<file path="src/rtl/sram_d_obi_mux.sv">
// Round-robin merge of two OBI masters onto the SRAM data port.
// Out-of-window requests are answered locally with an error word.
module sram_d_obi_mux #(
   parameter logic [31:0] SRAM_BASE_ADDR  = 32'h8000_0000,
   parameter logic [31:0] SRAM_END_ADDR   = 32'h8000_C000,
   parameter int unsigned NUM_OUTSTANDING = 2
) (
   input  logic        clk_i,
   input  logic        rst_ni,
   input  logic        m0_req_i,
   output logic        m0_gnt_o,
   input  logic [31:0] m0_addr_i,
   input  logic        m0_we_i,
   input  logic [3:0]  m0_be_i,
   input  logic [31:0] m0_wdata_i,
   output logic        m0_rvalid_o,
   output logic [31:0] m0_rdata_o,
   input  logic        m1_req_i,
   output logic        m1_gnt_o,
   input  logic [31:0] m1_addr_i,
   input  logic        m1_we_i,
   input  logic [3:0]  m1_be_i,
   input  logic [31:0] m1_wdata_i,
   output logic        m1_rvalid_o,
   output logic [31:0] m1_rdata_o,
   output logic        sram_d_req_o,
   input  logic        sram_d_gnt_i,
   output logic [31:0] sram_d_addr_o,
   output logic        sram_d_we_o,
   output logic [3:0]  sram_d_be_o,
   output logic [31:0] sram_d_wdata_o,
   input  logic        sram_d_rvalid_i,
   input  logic [31:0] sram_d_rdata_i,
   output logic        illegal_access_o
);

   localparam int PW = $clog2(NUM_OUTSTANDING) + 1;
   localparam int AD = 1 << PW;
   localparam logic [PW-1:0] DEPTH = PW'(NUM_OUTSTANDING);
   localparam logic [PW-1:0] LAST  = PW'(NUM_OUTSTANDING - 1);
   localparam logic [31:0] ERR_WORD = 32'hDEAD_BEEF;

   logic          fifo_id_q  [AD];
   logic          fifo_err_q [AD];
   logic [PW-1:0] wr_ptr_q, wr_ptr_d;
   logic [PW-1:0] rd_ptr_q, rd_ptr_d;
   logic [PW-1:0] cnt_q, cnt_d;
   logic          lock_q, lock_d;
   logic          lock_id_q, lock_id_d;
   logic          prio_q, prio_d;

   logic          full, empty;
   logic          elig0, elig1;
   logic          win_valid, win_id;
   logic [31:0]   win_addr, win_wdata;
   logic          win_we;
   logic [3:0]    win_be;
   logic          illegal, fwd, accept;
   logic          head_id, head_err, pop;
   logic [31:0]   rsp_data;

   function automatic logic [PW-1:0] inc(input logic [PW-1:0] p);
      return (p == LAST) ? '0 : p + PW'(1);
   endfunction

   assign full  = (cnt_q == DEPTH);
   assign empty = (cnt_q == '0);
   assign elig0 = rst_ni & m0_req_i & ~full;
   assign elig1 = rst_ni & m1_req_i & ~full;

   // Pick the winner: a stalled request keeps its master, else round-robin.
   always_comb begin
      win_valid = 1'b0;
      win_id    = 1'b0;
      priority case (1'b1)
         lock_q: begin
            win_id    = lock_id_q;
            win_valid = lock_id_q ? elig1 : elig0;
         end
         elig0 && elig1: begin
            win_valid = 1'b1;
            win_id    = prio_q;
         end
         elig0: win_valid = 1'b1;
         elig1: begin
            win_valid = 1'b1;
            win_id    = 1'b1;
         end
         default: ;
      endcase
   end

   assign win_addr  = win_id ? m1_addr_i  : m0_addr_i;
   assign win_we    = win_id ? m1_we_i    : m0_we_i;
   assign win_be    = win_id ? m1_be_i    : m0_be_i;
   assign win_wdata = win_id ? m1_wdata_i : m0_wdata_i;

   assign illegal = (win_addr < SRAM_BASE_ADDR) ||
                    (win_addr >= SRAM_END_ADDR);
   assign fwd     = win_valid & ~illegal;
   assign accept  = win_valid & (illegal | sram_d_gnt_i);

   assign sram_d_req_o     = fwd;
   assign sram_d_addr_o    = fwd ? win_addr  : '0;
   assign sram_d_we_o      = fwd ? win_we    : 1'b0;
   assign sram_d_be_o      = fwd ? win_be    : '0;
   assign sram_d_wdata_o   = fwd ? win_wdata : '0;
   assign illegal_access_o = win_valid & illegal;
   assign m0_gnt_o         = accept & ~win_id;
   assign m1_gnt_o         = accept & win_id;

   assign head_id  = fifo_id_q[rd_ptr_q];
   assign head_err = fifo_err_q[rd_ptr_q];
   assign pop      = ~empty & (head_err | sram_d_rvalid_i);
   assign rsp_data = head_err ? ERR_WORD : sram_d_rdata_i;

   assign m0_rvalid_o = pop & ~head_id;
   assign m1_rvalid_o = pop & head_id;
   assign m0_rdata_o  = pop ? rsp_data : '0;
   assign m1_rdata_o  = pop ? rsp_data : '0;

   // Next-state for FIFO pointers, occupancy, lock and priority.
   always_comb begin
      wr_ptr_d  = accept ? inc(wr_ptr_q) : wr_ptr_q;
      rd_ptr_d  = pop ? inc(rd_ptr_q) : rd_ptr_q;
      cnt_d     = cnt_q;
      unique case ({accept, pop})
         2'b10:   cnt_d = cnt_q + PW'(1);
         2'b01:   cnt_d = cnt_q - PW'(1);
         default: cnt_d = cnt_q;
      endcase
      lock_d    = fwd & ~sram_d_gnt_i;
      lock_id_d = win_id;
      prio_d    = accept ? ~win_id : prio_q;
   end

   // State registers and in-order ID FIFO storage.
   always_ff @(posedge clk_i or negedge rst_ni) begin
      if (!rst_ni) begin
         wr_ptr_q  <= '0;
         rd_ptr_q  <= '0;
         cnt_q     <= '0;
         lock_q    <= 1'b0;
         lock_id_q <= 1'b0;
         prio_q    <= 1'b0;
         for (int i = 0; i < AD; i++) begin
            fifo_id_q[i]  <= 1'b0;
            fifo_err_q[i] <= 1'b0;
         end
      end else begin
         wr_ptr_q  <= wr_ptr_d;
         rd_ptr_q  <= rd_ptr_d;
         cnt_q     <= cnt_d;
         lock_q    <= lock_d;
         lock_id_q <= lock_id_d;
         prio_q    <= prio_d;
         if (accept) begin
            fifo_id_q[wr_ptr_q]  <= win_id;
            fifo_err_q[wr_ptr_q] <= illegal;
         end
      end
   end

   // Flag a slave response that has no legal entry waiting for it.
   always @(posedge clk_i) begin
      if (rst_ni) begin
         assert (!(sram_d_rvalid_i && (empty || head_err)))
         else $warning("sram_d_rvalid_i without pending legal entry, dropped");
      end
   end

endmodule

</file>
<file path="config.mk">
export PLATFORM = sky130hd
export DESIGN_NAME = sram_d_obi_mux
export DESIGN_NICKNAME = d
export VERILOG_FILES = /design/src/rtl/sram_d_obi_mux.sv
export SDC_FILE = /design/constraint.sdc
export NUM_CORES = 1
export LEC_CHECK = 0
export BUFFER_PORTS_ARGS = -buffer_cell sky130_fd_sc_hd__buf_2
export CORE_AREA = 2 2 121 123
export CTS_CLUSTER_SIZE = 20
export DETAILED_ROUTE_END_ITERATION = 8
export DIE_AREA = 0 0 123 125
export SKIP_CTS_REPAIR_TIMING = 1
export SYNTH_ARGS = -nofsm -noshare
export SYNTH_HDL_FRONTEND = slang
export SYNTH_SLANG_ARGS = --single-unit
</file>
<file path="constraint.sdc">
create_clock -name clk_i -period 2.2 [get_ports clk_i]
set_input_delay 0.44 -clock clk_i [delete_from_list [all_inputs] [get_ports clk_i]]
set_output_delay 0.44 -clock clk_i [all_outputs]
set_load 0.01 [all_outputs]
</file>
==> results of run 1 <==
-- sequential cells by signal, summed over array words and instances (netlist names) --
name,cells
cnt_q,2
fifo_err_q,4
fifo_id_q,4
lock_id_q,1
lock_q,1
prio_q,1
rd_ptr_q,2
wr_ptr_q,2
-- synth_stat cells (all sizes together) (2+ instances only) --
cell      n
nor4b     3
a22o      4
nand2    12
or3       2
nor2b     6
a22oi    53
nor3      8
nor2    116
nand3     3
a31oi     5
xnor2     3
inv       5
dfrtp    17
buf      62
nor4      8
and3      2
clkbuf    9
xor2      2
mux4      2
and2      8
-- critical path: cells and delay by family (launching register included) --
family / cells / cell delay [ns]
buffers and inverters: 4 / 0.58
AND/OR/NAND/NOR: 3 / 0.53
AO/OA/AOI/OAI: 2 / 0.52
flip-flops: 1 / 0.38
-- cells by family after synthesis --
kind of cell	count (synthesis)	share of synthesized area (%)
DFF	17	15.9
adders and majority gates	1	0.469
and+or+nand+nor	169	29.5
muxes	3	2.06
xor gates and xnor gates	5	1.64
buffers and inverters	76	20.8
AOI/OAI and AO/OA	70	29.5
other	1	0.140
-- power by group through the flow --
stage          clock, mW  sequential (mW)  combinational, mW
3_3_place_gp           0            0.517               2.97
2_1_floorplan          0            0.523               2.16
3_5_place_dp           0            0.516               2.97
4_1_cts            0.371            0.513               2.97
6_report           0.365            0.516               4.89
5_1_grt            0.382            0.533               5.20
-- routing by layer --
metal | wire (um) | vias up | track usage [%]
li1 | - | 1795 | -
met1 | 4560 | 1702 | 15.5
met2 | 7030 | 208 | 26.8
met5 | 0 | - | 0
met4 | 167 | 0 | 2.01
met3 | 1020 | 13 | 1.92
-- metrics by stage --
step | total power, mW | hold slack (ns) | setup slack (ns) | std cells | setup TNS [ns]
after floorplan | 2.68 | 0.144 | -0.0387 | 356 | -0.822
after CTS | 3.85 | 0.162 | -0.507 | 837 | -34.14
after global placement | 3.49 | 0.420 | -0.503 | 833 | -26.92
final | 5.77 | 0.154 | -0.492 | 855 | -33.27
after detailed placement | 3.48 | 0.425 | -0.500 | 833 | -25.89
after global routing | 6.11 | 0.172 | -0.574 | 855 | -41.91
-- placed cells by master, fill, tap and decap left out, types with 2 or more instances in the layout --
cell type / n
buf_2: 229
xor2_1: 2
a22o_1: 4
nor4_2: 4
and2_4: 8
buf_4: 58
nor4_4: 4
nand3_1: 2
nor2_1: 36
clkbuf_16: 7
nor2b_1: 5
a22oi_2: 50
a31oi_1: 5
buf_8: 3
nor3_1: 5
dfrtp_1: 17
nor4b_4: 3
mux4_2: 2
conb_1: 15
xnor2_1: 3
inv_1: 4
nor3_2: 2
nand2_1: 11
nor2_2: 53
nor2_4: 27
a22oi_1: 3
buf_6: 77
buf_12: 11
-- worst max-delay path by stage --
stage             startpoint                 end  slack, ns  cells after the start
6_report              lock_q  sram_d_wdata_o[29]      -0.49                      9
5_1_grt               lock_q   sram_d_wdata_o[1]      -0.57                      9
4_1_cts               lock_q   sram_d_wdata_o[8]      -0.51                      8
3_5_place_dp   m1_addr_i[20]   sram_d_wdata_o[8]      -0.50                     10
3_3_place_gp   m1_addr_i[20]  sram_d_wdata_o[29]      -0.50                     10
2_1_floorplan         lock_q  sram_d_wdata_o[22]      -0.04                      7
-- layout make-up --
type | instances | area share, %
Clock buffer | 3 | 1.29
Sequential cell | 17 | 7.31
Timing Repair Buffer | 382 | 48.3
Inverter | 5 | 0.365
Tap cell | 184 | 3.95
Clock inverter | 1 | 0.0859
Multi-Input combinational cell | 263 | 38.7
==> summary.md, run 1 <==
| Metric | Value |
|---|---|
| Layout Utilization | 41.0% |
| Tcrit/Tclk final | 122% |
| Synth area leader | a22oi_2 |
| Largest net degree at the start of global routing | 27 |
| Worst setup SP type | register |
| Max incr delay on CP | 0.47 ns |
| Vias in the first global route | 3343 |
| Area share of the largest cell type after synthesis | 23.0% |
| Net Switching | 2.47 mW |
| DRT iter0 DRCs | 67 |
| Final WL | 12800 um |
| Design area | 0.00582 mm^2 |
| Antenna Cells | 0 |
| Avg Inst Size Synth | 7.81 um^2 |
| Max H-tree Level | 1 |
| Die area | 0.0154 mm^2 |
| Clock skew | 0.00320 ns |
| Final hold viol count | 0 |
| Clock sink count | 17 |
| Mapped Cells | 342 |
| Synth Cell Area | 0.00267 mm^2 |
| Boundary Pins | 315 |
| R2R Setup Slk | -0.02 ns |
| Synth async-reset ratio | 100% |
| Comb pwr share | 84.7% |
| Routed len/inst | 14.9 um |
| Total GRT Usage | 13.6% |
| Antenna-violating nets left | 0 |
| Int Power | 3.30 mW |
| Distinct cells, synth | 43 |
| RSZ-0062 raised after global routing | true |
| Worst-path clk slew | 0.05 ns |
| Gpl congestion | 0.781 |
| Post-route minimum period | 2.69 ns |
| DRC | 0 |
| CP Cell Sequence | nand2b_4 -> o41a_4 -> nor4b_4 -> buf_6 -> clkbuf_16 -> buf_8 -> a22oi_2 -> nor2_2 -> buf_2 |
| Switch share | 42.8% |
| Sequential area share after synthesis | 15.9% |
| Worst VDD drop | 0.000444 V |
| Die width | 123 um |
| Global-route wire length before repair | 16700 um |
| DR vias/cell | 4.35 |
| Failing checks | negative setup slack |
| Worst path required time | 1.76 ns |
| Core ar. | 0.0142 mm^2 |
| Critical path type | register to output pin |
| Clock Tree Buf Depth | 2 |
| Fin. max-slew vios | 0 |
| Max Cap Viol | 0 |
| R2R Path End | cnt_q[1] |
| Synth Flop Type | dfrtp_1 |
| Reg area | 425 um^2 |
| Inserted Clock Buffers | 3 |
| DP Wirelength | 9810 um |
| DR pass1 iterations | 4 |
| Std-Cell Rows | 44 |
| Total grt overflow | 0 |
| Sequential Power Share | 8.9% |
| Power density over cell area | 991 mW/mm^2 |
| FF-to-FF path depth | 11 |
| Setup WS post-layout | -0.492 ns |
| Ranking of synthesized cells by area | a22oi_2, dfrtp_1, nor2_1 |
| Starting density of the core | 18.8% |
| Crit end category | output pin |
| CTS tree | yes |
| Post-DP Area | 0.00468 mm^2 |
| Clock power frac | 6.3% |
| Worst reg2reg path startpoint | lock_q |
| Root buf cell | clkbuf_16 |
| Die H | 125 um |
| Yosys reg bits | 17 |
| Layout overhead on the synthesized area | 118% |
| Leakage power | 2.74 nW |
| Multi-input gate area | 0.00225 mm^2 |
| Post-synth EDFFs | 0 |
| Initial antenna violation count | 0 |
| Final-report setup violation count | 109 |
| Synth warn | 0 |
| Clock latency on the worst-skew pair | 0.25 ns |
| Nets | 849 |
| HP Class | input port to async pin |
| Max Fclk | 372 MHz |
| Status | complete, but fails checks |
| Port bufs | 299 |
| Vias | 3718 |
| Worst Path Max Fanout | 5 |
| Crit path DAT | 2.25 ns |
| Slowest CP cell | o41a_4 |
| Ratio of cells with drive above 1 in the final layout | 82.1% |
| Fillers | 1392 |
Note: power is estimated with default switching activity, not from simulation.
==> run 2, diff against run 1 <==
--- a/config.mk
+++ b/config.mk
@@ -7,6 +7,7 @@
 export LEC_CHECK = 0
 export BUFFER_PORTS_ARGS = -buffer_cell sky130_fd_sc_hd__buf_2
 export CORE_AREA = 2 2 121 123
+export CTS_BUF_LIST = sky130_fd_sc_hd__clkbuf_4
 export CTS_CLUSTER_SIZE = 20
 export DETAILED_ROUTE_END_ITERATION = 8
 export DIE_AREA = 0 0 123 125
==> run 2 against run 1 <==
Net effect:
- the flow still finishes with violations (negative setup slack)
- sequential power is 0.8% lower
- first-iteration DRC count shrank 3.0%
- global-route usage decreased by 0.24 points
- sequential share of layout area grew 0.15 points
- maximum frequency fell by 2.5%
- flip-flop and latch count unchanged
- largest power group unchanged
- highest routed layer unchanged
==> summary.md, run 2 (same netlist as run 1, synthesis figures left out) <==
| Metric | Value |
|---|---|
| Status | complete, but fails checks |
| Failing checks | negative setup slack |
| DRT iter0 DRCs | 65 |
| Post-route minimum period | 2.76 ns |
| Max Fclk | 362 MHz |
| Max Cap Viol | 0 |
| Inserted Clock Buffers | 3 |
| Crit end category | output pin |
| Most common cell after layout, fill and taps aside | buf_2 |
| Port bufs | 299 |
| Leakage power | 2.70 nW |
| Worst setup SP type | register |
| Crit path DAT | 2.32 ns |
| Clock sink count | 17 |
| M1 WL | 4410 um |
| Routed len/inst | 14.6 um |
| Die width | 123 um |
| Post-Place Worst Slack | -0.500 ns |
| Power density over cell area | 972 mW/mm^2 |
| Critical path type | register to output pin |
| Core ar. | 0.0142 mm^2 |
| DR pass1 iterations | 4 |
| Die H | 125 um |
| Total power draw | 5.55 mW |
| Most frequent cells in the layout | buf_2, buf_6, buf_4 |
| Clock Tree Buf Depth | 2 |
| Final hold viol count | 0 |
| Antenna-violating nets left | 0 |
| Top Registers | fifo_err_q (4), fifo_id_q (4) |
| Final WL | 12500 um |
| Vias in the first global route | 3336 |
| Worst Path Max Fanout | 8 |
| Die area | 0.0154 mm^2 |
| Starting density of the core | 18.8% |
| Setup WS post-layout | -0.561 ns |
| HP Class | input port to async pin |
| Nets | 850 |
| Initial antenna violation count | 0 |
| Total GRT Usage | 13.4% |
| Worst Hold Slack | 0.0910 ns |
| Vias | 3666 |
| Ratio of cells with drive above 1 in the final layout | 81.5% |
| Gpl congestion | 0.781 |
| Met2 Wirelength | 6930 um |
| Boundary Pins | 315 |
| Clock skew | 0.00564 ns |
| DRC | 0 |
| Std-Cell Rows | 44 |
| Global-route wire length before repair | 16400 um |
| Antenna Cells | 0 |
| Top Metal Used | met4 |
| CTS tree | yes |
| Largest net degree at the start of global routing | 27 |
| Final-report setup violation count | 125 |
| Worst-path clk slew | 0.10 ns |
| Root buf cell | clkbuf_4 |
| Fin. max-slew vios | 0 |
| Max H-tree Level | 1 |
| DR vias/cell | 4.28 |
| Routed wl met3 | 977 um |
| DP Wirelength | 9810 um |
| Tcrit/Tclk final | 126% |
| Worst path required time | 1.76 ns |
| RSZ-0062 raised after global routing | true |
| Clock latency on the worst-skew pair | 0.30 ns |
| Total grt overflow | 0 |
| Layout Utilization | 40.2% |
| Layout overhead on the synthesized area | 114% |
| Worst VDD drop | 0.000464 V |
-- run 2: layout make-up --
cell class | instances | area, um^2
Clock inverter | 1 | 5.00
Sequential cell | 17 | 425
Timing Repair Buffer | 383 | 2810
Inverter | 5 | 21.3
Multi-Input combinational cell | 263 | 2200
Tap cell | 184 | 230
Fill cell | 1408 | 8500
Clock buffer | 3 | 22.5
-- run 2: per-stage QoR --
| step | area (um^2) | instances | TNS [ns] |
|---|---|---|---|
| floorplan | 2930 | 356 | -0.822 |
| global placement | 4680 | 833 | -26.92 |
| detailed placement | 4680 | 833 | -25.89 |
| CTS | 4710 | 837 | -43.21 |
| global route | 5710 | 856 | -52.97 |
| finish | 5710 | 856 | -41.17 |
-- run 2: path summary, 6_finish.rpt --
path                          startpoint                end  slack [ns]  cells past startpoint
max                               lock_q  sram_d_wdata_o[0]       -0.56                      9
min                               rst_ni           cnt_q[0]        0.09                      2
max reg2reg                       lock_q           cnt_q[1]       -0.03                     11
min reg2reg                fifo_err_q[2]      fifo_err_q[2]        0.51                      1
max in group asynchronous         rst_ni        wr_ptr_q[1]        1.92                      2
min in group clk_i          sram_d_gnt_i             lock_q        0.50                      2
-- run 2: report_power, final --
| group | total [mW] | internal (mW) | switching, mW |
|---|---|---|---|
| logic | 4.86 | 2.62 | 2.24 |
| registers | 0.512 | 0.430 | 0.0816 |
| clock network | 0.172 | 0.0678 | 0.104 |
| total | 5.55 | 3.12 | 2.43 |
-- run 2: per-layer routing --
| layer | up-vias | GRT usage [%] |
|---|---|---|
| met5 | - | 0 |
| met4 | 0 | 2.21 |
| met3 | 11 | 1.78 |
| met2 | 194 | 26.8 |
| met1 | 1669 | 14.8 |
| li1 | 1792 | - |
-- run 2: critical path: stages (launching register included) --
cell       delay [ns]
dfrtp_1          0.39
nand2b_4         0.14
o41a_4           0.47
nor4b_4          0.30
buf_6            0.17
clkbuf_16        0.16
buf_12           0.13
a22oi_2          0.06
nor2_2           0.07
buf_2            0.13
